===== config.mk =====
export PLATFORM = sky130hd
export DESIGN_NAME = rr_arb_mux_flat
export DESIGN_NICKNAME = d
export VERILOG_FILES = /design/src/rtl/rr_arb_mux_pkg.sv /design/src/rtl/rr_arb_mux_if.sv /design/src/rtl/rr_arb_mux_pick.sv /design/src/rtl/rr_arb_mux.sv /design/src/flat_wrapper.sv
export SDC_FILE = /design/constraint.sdc
export NUM_CORES = 1
export LEC_CHECK = 0
export BUFFER_PORTS_ARGS = -buffer_cell sky130_fd_sc_hd__buf_2
export CAP_MARGIN = 20
export CORE_ASPECT_RATIO = 0.6
export CORE_MARGIN = 8
export CORE_UTILIZATION = 45
export CTS_BUF_LIST = sky130_fd_sc_hd__clkbuf_16
export DETAILED_ROUTE_END_ITERATION = 6
export HOLD_SLACK_MARGIN = 0.1
export PLACE_DENSITY_LB_ADDON = 0.25
export RECOVER_POWER = 100
export SYNTH_ARGS = -nofsm -noshare
export SYNTH_HDL_FRONTEND = slang
export SYNTH_HIERARCHICAL = 1
export SYNTH_SLANG_ARGS = --single-unit
export TNS_END_PERCENT = 10

===== constraint.sdc =====
create_clock -name clk -period 7.1 [get_ports clk]
set_input_delay 1.065 -clock clk [delete_from_list [all_inputs] [get_ports clk]]
set_output_delay 1.065 -clock clk [all_outputs]
set_load 0.005 [all_outputs]

===== src/rtl/rr_arb_mux_pkg.sv =====
// rr_arb_mux_pkg
//   Shared constants, types and helpers for the round-robin arbitrating mux.
//   WORD_W     default data width
//   clog2      ceiling log2 of a positive integer
//   sel_width  channel-index width, at least one bit
//   lock_st_e  packet-lock state of the arbiter
package rr_arb_mux_pkg;

    localparam int WORD_W = 32;

    function automatic int clog2(input int value);
        int r;
        int v;
        r = 0;
        v = value - 1;
        while (v > 0) begin
            r = r + 1;
            v = v >> 1;
        end
        return r;
    endfunction

    function automatic int sel_width(input int channels);
        return (channels > 1) ? clog2(channels) : 1;
    endfunction

    // ST_OPEN: any valid channel may win. ST_LOCKED: only the locked channel may win.
    typedef enum logic {
        ST_OPEN   = 1'b0,
        ST_LOCKED = 1'b1
    } lock_st_e;

endpackage


===== src/rtl/rr_arb_mux_if.sv =====
// rr_arb_mux_if
//   Bundles the requester side and the consumer side of the arbitrating mux.
//   in_valid/in_ready/in_data/in_last   CHANNELS requesters (channel i at [i*WIDTH +: WIDTH])
//   out_valid/out_ready/out_data/out_sel/out_last   single registered consumer port
//   dbg_ptr/dbg_lock                    round-robin pointer and lock state, observation only
//
// Handshake: a beat moves across a port in the cycle where valid and ready are both high
// at the rising clock edge. A producer keeps valid (and its data) stable until accepted;
// in_ready is a combinational function of in_valid, out_ready and internal state.
//
// Modports: slave = the arbiter itself, master = the surrounding requesters and consumer.
interface rr_arb_mux_if
    import rr_arb_mux_pkg::*;
#(
    parameter int WIDTH    = WORD_W,
    parameter int CHANNELS = 4,
    parameter int SELW     = sel_width(CHANNELS)
);
    logic [CHANNELS-1:0]       in_valid;
    logic [CHANNELS-1:0]       in_ready;
    logic [CHANNELS*WIDTH-1:0] in_data;
    logic [CHANNELS-1:0]       in_last;
    logic                      out_valid;
    logic                      out_ready;
    logic [WIDTH-1:0]          out_data;
    logic [SELW-1:0]           out_sel;
    logic                      out_last;
    logic [SELW-1:0]           dbg_ptr;
    logic                      dbg_lock;

    modport slave (
        input  in_valid, in_data, in_last, out_ready,
        output in_ready, out_valid, out_data, out_sel, out_last, dbg_ptr, dbg_lock
    );

    modport master (
        output in_valid, in_data, in_last, out_ready,
        input  in_ready, out_valid, out_data, out_sel, out_last, dbg_ptr, dbg_lock
    );
endinterface


===== src/rtl/rr_arb_mux_pick.sv =====
// rr_arb_mux_pick
//   Combinational round-robin picker. Finds the first set bit of req starting at ptr+1
//   and wrapping modulo CHANNELS.
//   req      per-channel request
//   ptr      index of the most recent winner
//   gnt      one-hot grant (zero when nothing requests)
//   gnt_idx  binary index of the winner (zero when nothing requests)
//   any      at least one request present
module rr_arb_mux_pick
    import rr_arb_mux_pkg::*;
#(
    parameter int CHANNELS = 4,
    parameter int SELW     = sel_width(CHANNELS)
) (
    input  logic [CHANNELS-1:0] req,
    input  logic [SELW-1:0]     ptr,
    output logic [CHANNELS-1:0] gnt,
    output logic [SELW-1:0]     gnt_idx,
    output logic                any
);
    logic [SELW-1:0]       start;
    logic [2*CHANNELS-1:0] dreq;

    // Requests are laid out twice; masking the lower copy below `start` turns the
    // wrap-around search into a plain lowest-bit-first scan of the doubled vector.
    always_comb begin
        any     = 1'b0;
        gnt_idx = '0;
        gnt     = '0;
        dreq    = {req, req};
        // Explicit wrap compare so CHANNELS need not be a power of two.
        if (ptr == SELW'(CHANNELS - 1)) begin
            start = '0;
        end else begin
            start = ptr + SELW'(1);
        end
        for (int j = 0; j < 2 * CHANNELS; j++) begin
            if (!any && dreq[j] && (j >= int'(start))) begin
                any     = 1'b1;
                gnt_idx = (j >= CHANNELS) ? SELW'(j - CHANNELS) : SELW'(j);
            end
        end
        for (int i = 0; i < CHANNELS; i++) begin
            gnt[i] = any && (gnt_idx == SELW'(i));
        end
    end
endmodule


===== src/rtl/rr_arb_mux.sv =====
// rr_arb_mux
//   Registered N-channel multiplexer with round-robin arbitration. One valid requester
//   is granted per cycle, its beat is captured in the output register and held until
//   the consumer accepts it. With LOCK=1 a grant sticks to one channel until the beat
//   carrying in_last has been taken.
//   clk   rising-edge clock
//   rst   asynchronous active-high reset
//   bus   requester and consumer signals (see rr_arb_mux_if)
module rr_arb_mux
    import rr_arb_mux_pkg::*;
#(
    parameter int WIDTH    = WORD_W,
    parameter int CHANNELS = 4,
    parameter int SELW     = sel_width(CHANNELS),
    parameter int LOCK     = 1
) (
    input  logic           clk,
    input  logic           rst,
    rr_arb_mux_if.slave    bus
);
    logic             out_valid_q, out_valid_d;
    logic [WIDTH-1:0] out_data_q,  out_data_d;
    logic [SELW-1:0]  out_sel_q,   out_sel_d;
    logic             out_last_q,  out_last_d;
    logic [SELW-1:0]  ptr_q,       ptr_d;
    lock_st_e         lock_q,      lock_d;
    logic [SELW-1:0]  lock_idx_q,  lock_idx_d;

    logic [CHANNELS-1:0] req;
    logic [CHANNELS-1:0] gnt;
    logic [SELW-1:0]     gnt_idx;
    logic                any;
    logic                load;
    logic                xfer;
    logic [WIDTH-1:0]    pick_data;
    logic                pick_last;

    // While locked, every channel except the lock owner is hidden from the picker.
    // If the owner drops valid nothing is granted and the lock simply persists.
    always_comb begin
        req = '0;
        for (int i = 0; i < CHANNELS; i++) begin
            req[i] = bus.in_valid[i] &
                     ((lock_q == ST_OPEN) || (lock_idx_q == SELW'(i)));
        end
    end

    rr_arb_mux_pick #(
        .CHANNELS (CHANNELS),
        .SELW     (SELW)
    ) u_pick (
        .req      (req),
        .ptr      (ptr_q),
        .gnt      (gnt),
        .gnt_idx  (gnt_idx),
        .any      (any)
    );

    // The output register can take a new beat when empty or being drained this cycle.
    // rst gates the transfer so nothing is accepted while reset is asserted.
    assign load         = !out_valid_q || bus.out_ready;
    assign xfer         = load && any && !rst;
    assign bus.in_ready = xfer ? gnt : '0;

    // Data mux: constant part-selects compared against the grant index.
    always_comb begin
        pick_data = '0;
        pick_last = 1'b0;
        for (int i = 0; i < CHANNELS; i++) begin
            if (gnt_idx == SELW'(i)) begin
                pick_data = bus.in_data[i*WIDTH +: WIDTH];
                pick_last = bus.in_last[i];
            end
        end
    end

    always_comb begin
        out_valid_d = out_valid_q;
        out_data_d  = out_data_q;
        out_sel_d   = out_sel_q;
        out_last_d  = out_last_q;
        ptr_d       = ptr_q;
        lock_d      = lock_q;
        lock_idx_d  = lock_idx_q;
        if (xfer) begin
            out_valid_d = 1'b1;
            out_data_d  = pick_data;
            out_sel_d   = gnt_idx;
            out_last_d  = pick_last;
            // Pointer moves only on a real transfer so stalls keep the fairness order.
            ptr_d       = gnt_idx;
            if (LOCK != 0) begin
                lock_d     = pick_last ? ST_OPEN : ST_LOCKED;
                lock_idx_d = gnt_idx;
            end
        end else if (bus.out_ready) begin
            // Drained with nothing to replace it; data registers keep their stale value.
            out_valid_d = 1'b0;
        end
    end

    always_ff @(posedge clk or posedge rst) begin
        if (rst) begin
            out_valid_q <= 1'b0;
            out_data_q  <= '0;
            out_sel_q   <= '0;
            out_last_q  <= 1'b0;
            ptr_q       <= SELW'(CHANNELS - 1);
            lock_q      <= ST_OPEN;
            lock_idx_q  <= '0;
        end else begin
            out_valid_q <= out_valid_d;
            out_data_q  <= out_data_d;
            out_sel_q   <= out_sel_d;
            out_last_q  <= out_last_d;
            ptr_q       <= ptr_d;
            lock_q      <= lock_d;
            lock_idx_q  <= lock_idx_d;
        end
    end

    assign bus.out_valid = out_valid_q;
    assign bus.out_data  = out_data_q;
    assign bus.out_sel   = out_sel_q;
    assign bus.out_last  = out_last_q;
    assign bus.dbg_ptr   = ptr_q;
    assign bus.dbg_lock  = (lock_q == ST_LOCKED);
endmodule

===== src/flat_wrapper.sv =====
// flat-port wrapper written by rule: the top's interface ports become plain ports
module rr_arb_mux_flat import rr_arb_mux_pkg::*;
#(
    parameter int WIDTH    = WORD_W,
    parameter int CHANNELS = 4,
    parameter int SELW     = sel_width(CHANNELS),
    parameter int LOCK     = 1
)
  (clk, rst, bus_in_valid, bus_in_data, bus_in_last, bus_out_ready, bus_in_ready, bus_out_valid, bus_out_data, bus_out_sel, bus_out_last, bus_dbg_ptr, bus_dbg_lock);
  rr_arb_mux_if #(.WIDTH(WIDTH), .CHANNELS(CHANNELS), .SELW(SELW)) bus_i ();
  input  logic clk;
  input  logic rst;
  input wire logic [$bits(bus_i.in_valid)-1:0] bus_in_valid;
  input wire logic [$bits(bus_i.in_data)-1:0] bus_in_data;
  input wire logic [$bits(bus_i.in_last)-1:0] bus_in_last;
  input wire logic [$bits(bus_i.out_ready)-1:0] bus_out_ready;
  output wire logic [$bits(bus_i.in_ready)-1:0] bus_in_ready;
  output wire logic [$bits(bus_i.out_valid)-1:0] bus_out_valid;
  output wire logic [$bits(bus_i.out_data)-1:0] bus_out_data;
  output wire logic [$bits(bus_i.out_sel)-1:0] bus_out_sel;
  output wire logic [$bits(bus_i.out_last)-1:0] bus_out_last;
  output wire logic [$bits(bus_i.dbg_ptr)-1:0] bus_dbg_ptr;
  output wire logic [$bits(bus_i.dbg_lock)-1:0] bus_dbg_lock;
  assign bus_i.in_valid = bus_in_valid;
  assign bus_i.in_data = bus_in_data;
  assign bus_i.in_last = bus_in_last;
  assign bus_i.out_ready = bus_out_ready;
  assign bus_in_ready = bus_i.in_ready;
  assign bus_out_valid = bus_i.out_valid;
  assign bus_out_data = bus_i.out_data;
  assign bus_out_sel = bus_i.out_sel;
  assign bus_out_last = bus_i.out_last;
  assign bus_dbg_ptr = bus_i.dbg_ptr;
  assign bus_dbg_lock = bus_i.dbg_lock;
  rr_arb_mux #(.WIDTH(WIDTH), .CHANNELS(CHANNELS), .SELW(SELW), .LOCK(LOCK)) u_core (.clk(clk), .rst(rst), .bus(bus_i));
endmodule

# Word-level counts from Yosys, hierarchy flattened
# Index checks and enable logic that the tools add are counted.
# classes
n_addsub	1
order_cmp	3
n_eq_ne	7
n_mux	28
n_bitwise	5
n_reduce_logical	33
# op_table
operator	count
$mux 32	4
$logic_and 1x1->1	16
$mux 1	16
$mux 2	7
$eq 2x2->1 const B	5
$logic_not 1->1	9
$logic_or 1x1->1	5
$and 1x1->1	4
$eq 2x1->1 const B	2
$ge 1x2->1 const A	2
$logic_not 2->1	2
$mux 4	1
$add 2x1->2 const B	1
$ge 2x2->1 const A	1
$reduce_bool 2->1	1
$not 1->1	1
# totals
reg_bits	39
inputBits	139
out_inout_bits	43
wordCells	83

# Depth between registers and ports, before layout
# Gate-level depths: netlist (run 1).
# depth
ltp_word	34
mapped_depth	9
depth_no_buf	7

# Hierarchy
# The synthesis (run 1) kept the hierarchy.
# by_module_without_submodules
mod	n_inst	cells_per_inst	area_per_inst_um2	seq_area_each_um2
rr_arb_mux	1	141	2484.9	978.4
rr_arb_mux_pick	1	19	133.9	0.0

# Least setup slack after synthesis (run 1)
# OpenSTA, ideal clock, no wires.
# synth_path
kind	input-to-output
startpoint	input rst
endpoint	output bus_in_ready[0]
arrival_time_ns	2.684
required_time_ns	6.035
path_slack_ns	3.351
stages	5
n_path_buf	2
path_cell_list	inv_1 -> and3_1 -> buf_2 -> buf_2 -> and2_1
# synth_via
elab_chain_len	3
# synth_rtl
item	line_no	text
start: declaration	flat_wrapper.sv:12	input logic rst;
$logic_not 1->1	rr_arb_mux.sv:62	assign xfer = load && any && !rst;
$logic_and 1x1->1	rr_arb_mux.sv:62	
$mux 4	rr_arb_mux.sv:63	assign bus.in_ready = xfer ? gnt : '0;
end: declaration	flat_wrapper.sv:17	output wire logic [$bits(bus_i.in_ready)-1:0] bus_in_ready;
# No other way between the ends.

# Worst setup path after layout (run 1)
# layout_path
startpoint	input rst
endpoint	output bus_in_ready[1]
# Same word-level chain as after synthesis.

==> results.cfg, run 1 <==
[detailed_routing]
wl_um = 7610
vias = 2115
drc = 0
detail_route.vias_per_cell = 5.05
drt_iter0_markers = 66
postRouteAntennaNets = 0
first_pass_iters = 4
post_drt_wl_per_cell_um = 18.2

[placed_design]
io_buffer_count = 181
dp_cells = 410
dp_worst_setup_slack_ns = 2.74
gp_congestion = 0.838
placed_area_sq_mm = 0.00355
dpl.hpwl_um = 6270

[die]
core.rowCount = 21
core-area_sq_mm = 0.00560
die_area_sq_mm = 0.00860
pin_count = 182
chipHeight_um = 75.1
initial_core_util_pct = 46.8
die_w_um = 114

[global_route]
grt-ovfl-total = 0
grt_pass1_vias = 2382
grt_pass1_wl_um = 11600
antenna_found_initial = 0
grt_max_degree = 43
grt_use_total_pct = 17.3

[finish]
final_util_pct = 64.0
stdcell_count = 419
syn_to_final_growth_pct = 36.7
final_net_count = 479
design_area_sq_mm = 0.00358
fillers = 488
drive_above_1_share_pct = 61.1
diodes = 0

[yosys]
synth.distinct_cells = 32
yosysWarnings = 6
async_flop_share_pct = 100
synth-edff-count = 0
synth_top_cells_by_count = 37 x dfrtp_1, 29 x mux4_2, 28 x mux2_4, 9 x mux2_2, 7 x buf_2
synthTopCellsByArea = dfrtp_1 35%, mux4_2 25%, mux2_4 16%
synth_most_common_cell = dfrtp_1
synth_cells = 160
yosysTopAreaCell = dfrtp_1
netlist_area_sq_mm = 0.00262
syn_avg_cell_area_sq_um = 16.4
synth_flop_cell = dfrtp_1
ys_ff_latch = 39
synth_seq_area_share_pct = 37.4
synth_top_area_share_pct = 35.4
syn-num-nets = 301

[run_status]
violations = capacitance limit, slew limit
status = finished, violations left

[cts]
cts_buffer_depth = 2
numCtsBuffers = 5
clk_pin_slew_ns = 0.05
clk_latency_ns = 0.28
htreeDepth = 2
root_buffer = clkbuf_16
clkSinkCount = 39
cts_tree = yes
ctsHoldBuffers = 0
cts.repair.resized = 0
postCtsSetupBuffers = 0

[setup_path]
required_ns = 6.03
crit_fanout = 40
critPathLaunchType = primary input
arrival_ns = 3.84
critPathKind = primary input to output port
end_kind = output port

[pwr]
power_mw = 1.47
p_leak_nw = 1.67
powerDensity_mw_per_mm2 = 411
ir_drop_mv = 0.156

[timing]
fin_ws_ns = 2.20
max_freq_ghz = 0.204
finalSetupTns_ns = 0
clock_skew_ns = 0.00389
rsz0062_at_grt = no
fin_crit_sh_pct = 69.0
hold_slack_ns = 0.484
setup_violations = 0
drv_slew = 41
fin_crit_ns = 4.90
slew_headroom_pct = -37.4
hold_violations = 0
worst-slew-pin-transition_ns = 2.06

[run]
cap_violations = 1

[hold_path]
hold_path.class = flip-flop to flip-flop
==> layout by cell type (no fill, tap or decap), types with 2 or more instances in the layout <==
cell type	n
nand2b_1	4
inv_1	5
clkbuf_16	5
a21boi_0	3
ha_1	2
dfstp_1	2
o21ai_0	2
and2_1	4
mux4_2	29
nand2_1	3
mux4_1	4
clkbuf_1	30
dfrtp_1	37
nor2b_1	2
mux2_2	9
mux2_1	27
buf_2	153
==> registers in the layout, summed over array words and instances (netlist names) <==
signal	count
u_core/bus.out_last	1
u_core/lock_idx_q	2
u_core/bus.out_valid	1
u_core/bus.dbg_ptr	2
u_core/bus.dbg_lock	1
u_core/bus.out_data	32
==> routing by layer <==
| layer | track usage [%] | vias to the layer above | wire length, um |
|---|---|---|---|
| met5 | 0 | - | 0 |
| met4 | 4.39 | 0 | 80 |
| met3 | 8.09 | 8 | 879 |
| met2 | 28.5 | 113 | 3640 |
| met1 | 20.3 | 1013 | 3010 |
| li1 | - | 981 | - |
==> layout make-up <==
cell class | count | area, sq um | share of cell area, %
multi-input combinational | 103 | 1430 | 39.9
sequential | 39 | 978 | 27.3
timing repair buffer | 184 | 886 | 24.7
clock buffer | 5 | 125 | 3.50
tap | 80 | 100 | 2.80
clock inverter | 3 | 43.8 | 1.22
inverter | 5 | 18.8 | 0.524
==> path summary, 6_finish.rpt <==
| kind | from | to | slack [ns] | depth (start not counted) |
|---|---|---|---|---|
| max | rst | bus_in_ready[1] | 2.20 | 6 |
| min in group asynchronous | rst | u_core/bus.out_valid | 1.53 | 3 |
| min reg2reg | u_core/bus.out_data[11] | u_core/bus.out_data[11] | 0.48 | 1 |
| max in group asynchronous | rst | u_core/bus.out_data[30] | 4.39 | 3 |
| min | u_core/bus.out_data[11] | u_core/bus.out_data[11] | 0.48 | 1 |
| max reg2reg | u_core/lock_idx_q[1] | u_core/bus.out_last | 3.45 | 7 |
==> worst max-delay path: stages <==
cell and delay, ns:
clkbuf_1 0.09, inv_1 0.05, clkbuf_1 1.46, and3_2 0.83, and2_0 0.21, buf_2 0.11
==> logic make-up after synthesis <==
family,synth area share (%)
DFF,37.4
and+or+nand+nor,4.87
adders and majority gates,0.955
muxes,49.3
buffers and inverters,5.02
AOI/OAI and AO/OA,2.53
==> power by group <==
| group | internal [mW] | switching, mW |
|---|---|---|
| clock | 0.165 | 0.0855 |
| combinational | 0.450 | 0.361 |
| sequential | 0.341 | 0.0687 |
(Power assumes the default switching activity.)
==> inputs of run 2 (changes only) <==
--- a/config.mk
+++ b/config.mk
@@ -5,11 +5,12 @@
 export SDC_FILE = /design/constraint.sdc
 export NUM_CORES = 1
 export LEC_CHECK = 0
+export ABC_AREA = 1
 export BUFFER_PORTS_ARGS = -buffer_cell sky130_fd_sc_hd__buf_2
 export CAP_MARGIN = 20
 export CORE_ASPECT_RATIO = 0.6
 export CORE_MARGIN = 8
-export CORE_UTILIZATION = 45
+export CORE_UTILIZATION = 39
 export CTS_BUF_LIST = sky130_fd_sc_hd__clkbuf_16
 export DETAILED_ROUTE_END_ITERATION = 6
 export HOLD_SLACK_MARGIN = 0.1
==> constraint.sdc (replaced) <==
create_clock -name clk -period 4.3 [get_ports clk]
set_input_delay 0.645 -clock clk [delete_from_list [all_inputs] [get_ports clk]]
set_output_delay 0.645 -clock clk [all_outputs]
set_load 0.005 [all_outputs]
==> results.cfg, run 2 <==
[finish]
syn_to_final_growth_pct = 34.8
final_common_cell = nand2_1
final_cell_mix = 184 x nand2_1, 144 x buf_2, 74 x nor2_1
drive_above_1_share_pct = 27.7
fillers = 691
design_area_sq_mm = 0.00371
largest_reg_flops = 32
final_net_count = 742
diodes = 0
final_util_pct = 54.9
seq_area_sq_um = 978
multi_input_area_sq_mm = 0.00152

[yosys]
synth_seq_area_share_pct = 35.5
synth_top_area_share_pct = 33.6
synth_top_family_by_area = simple AND/OR/NAND/NOR gates
synth_flop_cell = dfrtp_1
syn-num-nets = 576
synthTopCellsByArea = dfrtp_1 34%, nand2_1 25%, nor2_1 9.8%
muxShareOfSynthArea_pct = 0
synth-simple-area-share_pct = 46.6
yosysTopAreaCell = dfrtp_1
syn_avg_cell_area_sq_um = 6.33
synth_cells = 435
yosys.area_share.xor_xnor_pct = 0
yosysWarnings = 6
synth_top_cells_by_count = 181 x nand2_1, 72 x nor2_1, 38 x nand3_1, 37 x dfrtp_1, 37 x o21ai_0
async_flop_share_pct = 100
synth.distinct_cells = 21
synth_fa_ha_area_share_pct = 0.908
synth_most_common_cell = nand2_1
netlist_area_sq_mm = 0.00276
ys_ff_latch = 39
synth-edff-count = 0
synth_compound_area_share_pct = 8.45

[global_route]
antenna_found_initial = 0
grt_pass1_wl_um = 16700
grt_max_degree = 76
grt-ovfl-total = 0
grt_pass1_vias = 3314
grt_use_total_pct = 20.0

[cts]
clk_pin_slew_ns = 0.06
cts_buffer_depth = 2
numCtsBuffers = 5
postCtsSetupBuffers = 0
root_buffer = clkbuf_16
clk_latency_ns = 0.28
cts_tree = yes
clkSinkCount = 39
cts.repair.resized = 0
htreeDepth = 2
ctsHoldBuffers = 0

[placed_design]
placed_area_sq_mm = 0.00362
dpl.hpwl_um = 8070
gp_congestion = 0.902
io_buffer_count = 181

[setup_path]
cp_slowest_cell = nand2_2
required_ns = 3.65
crit_fanout = 40
critPathLaunchType = flip-flop
cp_cell_sequence = inv_1 -> ha_1 -> nand2_2 -> nand2_4 -> nor2_1 -> nand3_2 -> nand2_2 -> nand2_1 -> inv_2 -> inv_1 -> nor2_1 -> buf_2
end_kind = output port
cpPeakStageDelay_ns = 0.64
arrival_ns = 2.88
critPathKind = flip-flop to output port

[timing]
slew_headroom_pct = 0.804
rsz0062_at_grt = no
fin_crit_sh_pct = 82.0
max_freq_ghz = 0.284
clock_skew_ns = 0.00841
finalSetupTns_ns = 0
hold_violations = 0
setup_violations = 0
worst-slew-pin-transition_ns = 1.49
fin_crit_ns = 3.52
drv_slew = 0

[detailed_routing]
post_drt_wl_per_cell_um = 15.3
vias = 3381
drt_iter0_markers = 152
wl_um = 10500
postRouteAntennaNets = 0
first_pass_iters = 5
detail_route.vias_per_cell = 4.91
drc = 0

[die]
chipHeight_um = 81.1
die_area_sq_mm = 0.0101
core.rowCount = 23
pin_count = 182
die_w_um = 125
core-area_sq_mm = 0.00676
initial_core_util_pct = 40.7

[pwr]
ir_drop_mv = 0.344
p_leak_nw = 2.12
p_switching_mw = 1.46
swShare_pct = 50.9
powerDensity_mw_per_mm2 = 770
clkPwrFrac_pct = 14.3
power_mw = 2.86
combinationalPowerShare_pct = 62.7
internal-power_mw = 1.40
seqPwrFrac_pct = 23.0

[run_status]
violations = capacitance limit
status = finished, violations left

[run]
cap_violations = 1

[hold_path]
hold_path.class = primary input to asynchronous set/reset pin
-- run 2: cell types whose count changed after synthesis, sizes merged, moves of 5 or more --
cell / change
nand2: +186
nor2: +77
nand3: +39
mux2: -37
o21ai: +34
mux4: -33
inv: +13
buf: +11
and2: -5
-- run 2: area by class of cell --
cell class | instances | share of cell area (%)
well taps | 87 | 2.93
inverters | 18 | 1.82
clock inverters | 3 | 1.04
repair buffers | 184 | 23.6
clock buffers | 5 | 3.37
flip-flops and latches | 39 | 26.3
multi-input cells | 353 | 40.9
-- run 2: logic make-up after synthesis --
| logic type | count (synthesis) |
|---|---|
| AOI/OAI and AO/OA | 44 |
| adders and majority gates | 2 |
| DFF | 39 |
| and+or+nand+nor | 307 |
| buffers and inverters | 43 |
-- run 2: worst max-delay path: cells and delay by family, from the launching register on --
family | cells | cell delay (ns)
buf+inv | 4 | 0.28
fa+ha+maj | 1 | 0.31
flops | 1 | 0.58
simple gates | 7 | 1.45
-- run 2: metal layers --
layer	global-route usage, %	wire length, um	up-vias
met4	5.26	124	0
met1	23.9	4540	1504
met3	7.41	1040	14
met5	0	0	-
met2	33.9	4830	178
li1	-	-	1685
-- run 2: worst paths after layout --
kind | start | to | slack, ns | cells past startpoint
setup / recovery | u_core/bus.dbg_ptr[0] | bus_in_ready[2] | 0.78 | 12
hold / removal | rst | u_core/bus.out_valid | 0.34 | 2
setup reg to reg | u_core/lock_idx_q[0] | u_core/bus.out_data[11] | 0.96 | 13
hold reg to reg | u_core/bus.out_data[28] | u_core/bus.out_data[28] | 0.48 | 2
max in group asynchronous | rst | u_core/bus.dbg_lock | 2.25 | 3
min in group clk | u_core/bus.out_data[28] | u_core/bus.out_data[28] | 0.48 | 2
-- run 2: per-stage QoR --
| step | hold slack (ns) | worst slack [ns] | std cells |
|---|---|---|---|
| floorplan | 0.472 | 1.74 | 435 |
| global placement | 0.460 | 1.10 | 681 |
| detailed placement | 0.460 | 0.915 | 681 |
| CTS | 0.370 | 1.05 | 689 |
| global route | 0.361 | 0.525 | 689 |
| finish | 0.344 | 0.776 | 689 |
-- run 2: power groups by stage --
stage / combinational [mW] / clock, mW / sequential, mW
floorplan: 1.38 / 0 / 0.662
CTS: 1.86 / 0.423 / 0.657
detailed placement: 1.86 / 0 / 0.656
global route: 2.06 / 0.437 / 0.682
finish: 1.79 / 0.410 / 0.658
global placement: 1.81 / 0 / 0.652
==> inputs of run 3 (changes only) <==
--- a/config.mk
+++ b/config.mk
@@ -10,7 +10,7 @@
 export CAP_MARGIN = 20
 export CORE_ASPECT_RATIO = 0.6
 export CORE_MARGIN = 8
-export CORE_UTILIZATION = 39
+export CORE_UTILIZATION = 43
 export CTS_BUF_LIST = sky130_fd_sc_hd__clkbuf_16
 export DETAILED_ROUTE_END_ITERATION = 6
 export HOLD_SLACK_MARGIN = 0.1
==> constraint.sdc (replaced) <==
create_clock -name clk -period 3.29 [get_ports clk]
set_input_delay 0.4935 -clock clk [delete_from_list [all_inputs] [get_ports clk]]
set_output_delay 0.4935 -clock clk [all_outputs]
set_load 0.005 [all_outputs]
==> results.cfg, run 3 (synthesis results as in run 2) <==
[die]
initial_core_util_pct = 44.7
die_area_sq_mm = 0.00931
pin_count = 182
chipHeight_um = 78.0
core.rowCount = 22
die_w_um = 119
core-area_sq_mm = 0.00617

[detailed_routing]
drt_iter0_markers = 219
detail_route.vias_per_cell = 4.90
first_pass_iters = 4
vias = 3375
drc = 0
wl_um = 10300
post_drt_wl_per_cell_um = 14.9
postRouteAntennaNets = 0

[placed_design]
gp_congestion = 0.837
io_buffer_count = 181
dp_cells = 680
dpl.hpwl_um = 7880

[setup_path]
timing.rr.start = u_core/lock_idx_q[0]
reg2reg_to = u_core/bus.out_data[16]
crit_fanout = 16
end_kind = flip-flop
critPathKind = flip-flop to flip-flop
critPathLaunchType = flip-flop
reg2reg_slack_ns = 0.19
required_ns = 3.50
arrival_ns = 3.31
r2r_cells = 15

[finish]
largest_reg_flops = 32
final_cell_mix = 181 x nand2_1, 147 x buf_2, 72 x nor2_1
final_util_pct = 60.9
syn_to_final_growth_pct = 36.2
drive_above_1_share_pct = 29.3
final_common_cell = nand2_1
diodes = 0
stdcell_count = 689
final_net_count = 745

[cts]
clk_latency_ns = 0.28
numCtsBuffers = 5
cts_tree = yes
postCtsSetupBuffers = 0
htreeDepth = 2
clk_pin_slew_ns = 0.06
cts_buffer_depth = 2
ctsHoldBuffers = 0
clkSinkCount = 39
root_buffer = clkbuf_16

[timing]
rsz0062_at_grt = no
worst-slew-pin-transition_ns = 1.28
max_freq_ghz = 0.323
finalSetupTns_ns = 0
setup_violations = 0
drv_slew = 0
hold_violations = 0
fin_crit_sh_pct = 94.1
fin_crit_ns = 3.10
clock_skew_ns = 0.00418
slew_headroom_pct = 14.7

[global_route]
grt_max_degree = 41
grt-ovfl-total = 0
use_met2_pct = 35.8
grt_pass1_wl_um = 16100
use_met1_pct = 25.1
grt_pass1_vias = 3283
antenna_found_initial = 0
grt_use_total_pct = 21.1
busiest_layer = met2
use_met3_pct = 7.88

[run_status]
status = complete, no violations

[pwr]
ir_drop_mv = 0.401
powerDensity_mw_per_mm2 = 1010
p_leak_nw = 2.15

[run]
cap_violations = 0

[hold_path]
hold_path.class = primary input to asynchronous set/reset pin
[run 3: what timing repair did]
item	4_1_cts	5_1_grt
setup endpoints to repair	0	37
endpoints found under the hold margin	0	0
gates resized for setup	0	1
[run 3: worst max path at each step]
stage / from / end / cells after the start
floorplan: u_core/lock_idx_q[0] / bus_in_ready[0] / 12
global route: u_core/lock_idx_q[0] / bus_in_ready[0] / 12
global placement: bus_in_valid[0] / u_core/bus.dbg_lock / 13
finish: u_core/lock_idx_q[0] / u_core/bus.out_data[16] / 15
detailed placement: u_core/lock_idx_q[0] / u_core/bus.out_data[29] / 15
CTS: u_core/lock_idx_q[0] / u_core/bus.out_data[22] / 15
[run 3: stage by stage]
stage / hold WS [ns] / instance area, sq um / worst slack [ns] / power (mW)
final: 0.221 / 3750 / 0.195 / 3.79
after global routing: 0.271 / 3750 / 0.0119 / 4.17
after CTS: 0.244 / 3800 / 0.179 / 3.83
after detailed placement: 0.460 / 3640 / 0.240 / 3.28
after global placement: 0.459 / 3640 / 0.454 / 3.21
after floorplan: 0.472 / 2760 / 1.02 / 2.66
[run 3: power breakdown]
group          switching [mW]  internal (mW)
sequential              0.143          0.715
combinational            1.61          0.788
clock                   0.177          0.353
[run 3: worst max-delay path, cell delays in order (launching register included)]
cell	delay (ns)
dfrtp_1	0.43
inv_1	0.11
nand2_1	0.05
a21boi_0	0.47
nand2_1	0.19
nand2_2	0.11
nor2_2	0.06
nand2_1	0.07
nand2_1	0.07
nand2_2	0.09
inv_1	0.27
nor2_2	0.76
nand2_1	0.12
nand3_1	0.12
nand2_1	0.05
nand2_1	0.05
[run 3: layout make-up]
| class | count | area, sq um |
|---|---|---|
| tap | 84 | 105 |
| clock inverter | 3 | 38.8 |
| clock buffer | 5 | 125 |
| timing repair buffer | 186 | 895 |
| multi-input combinational | 354 | 1540 |
| sequential | 39 | 978 |
| inverter | 18 | 67.6 |
| fill | 640 | 2410 |
[run 3: metal layers]
| metal | routed length (um) | share of wire [%] |
|---|---|---|
| met4 | 114 | 1.1 |
| met2 | 4750 | 46 |
| met5 | 0 | 0 |
| met3 | 1070 | 10 |
| met1 | 4340 | 42 |
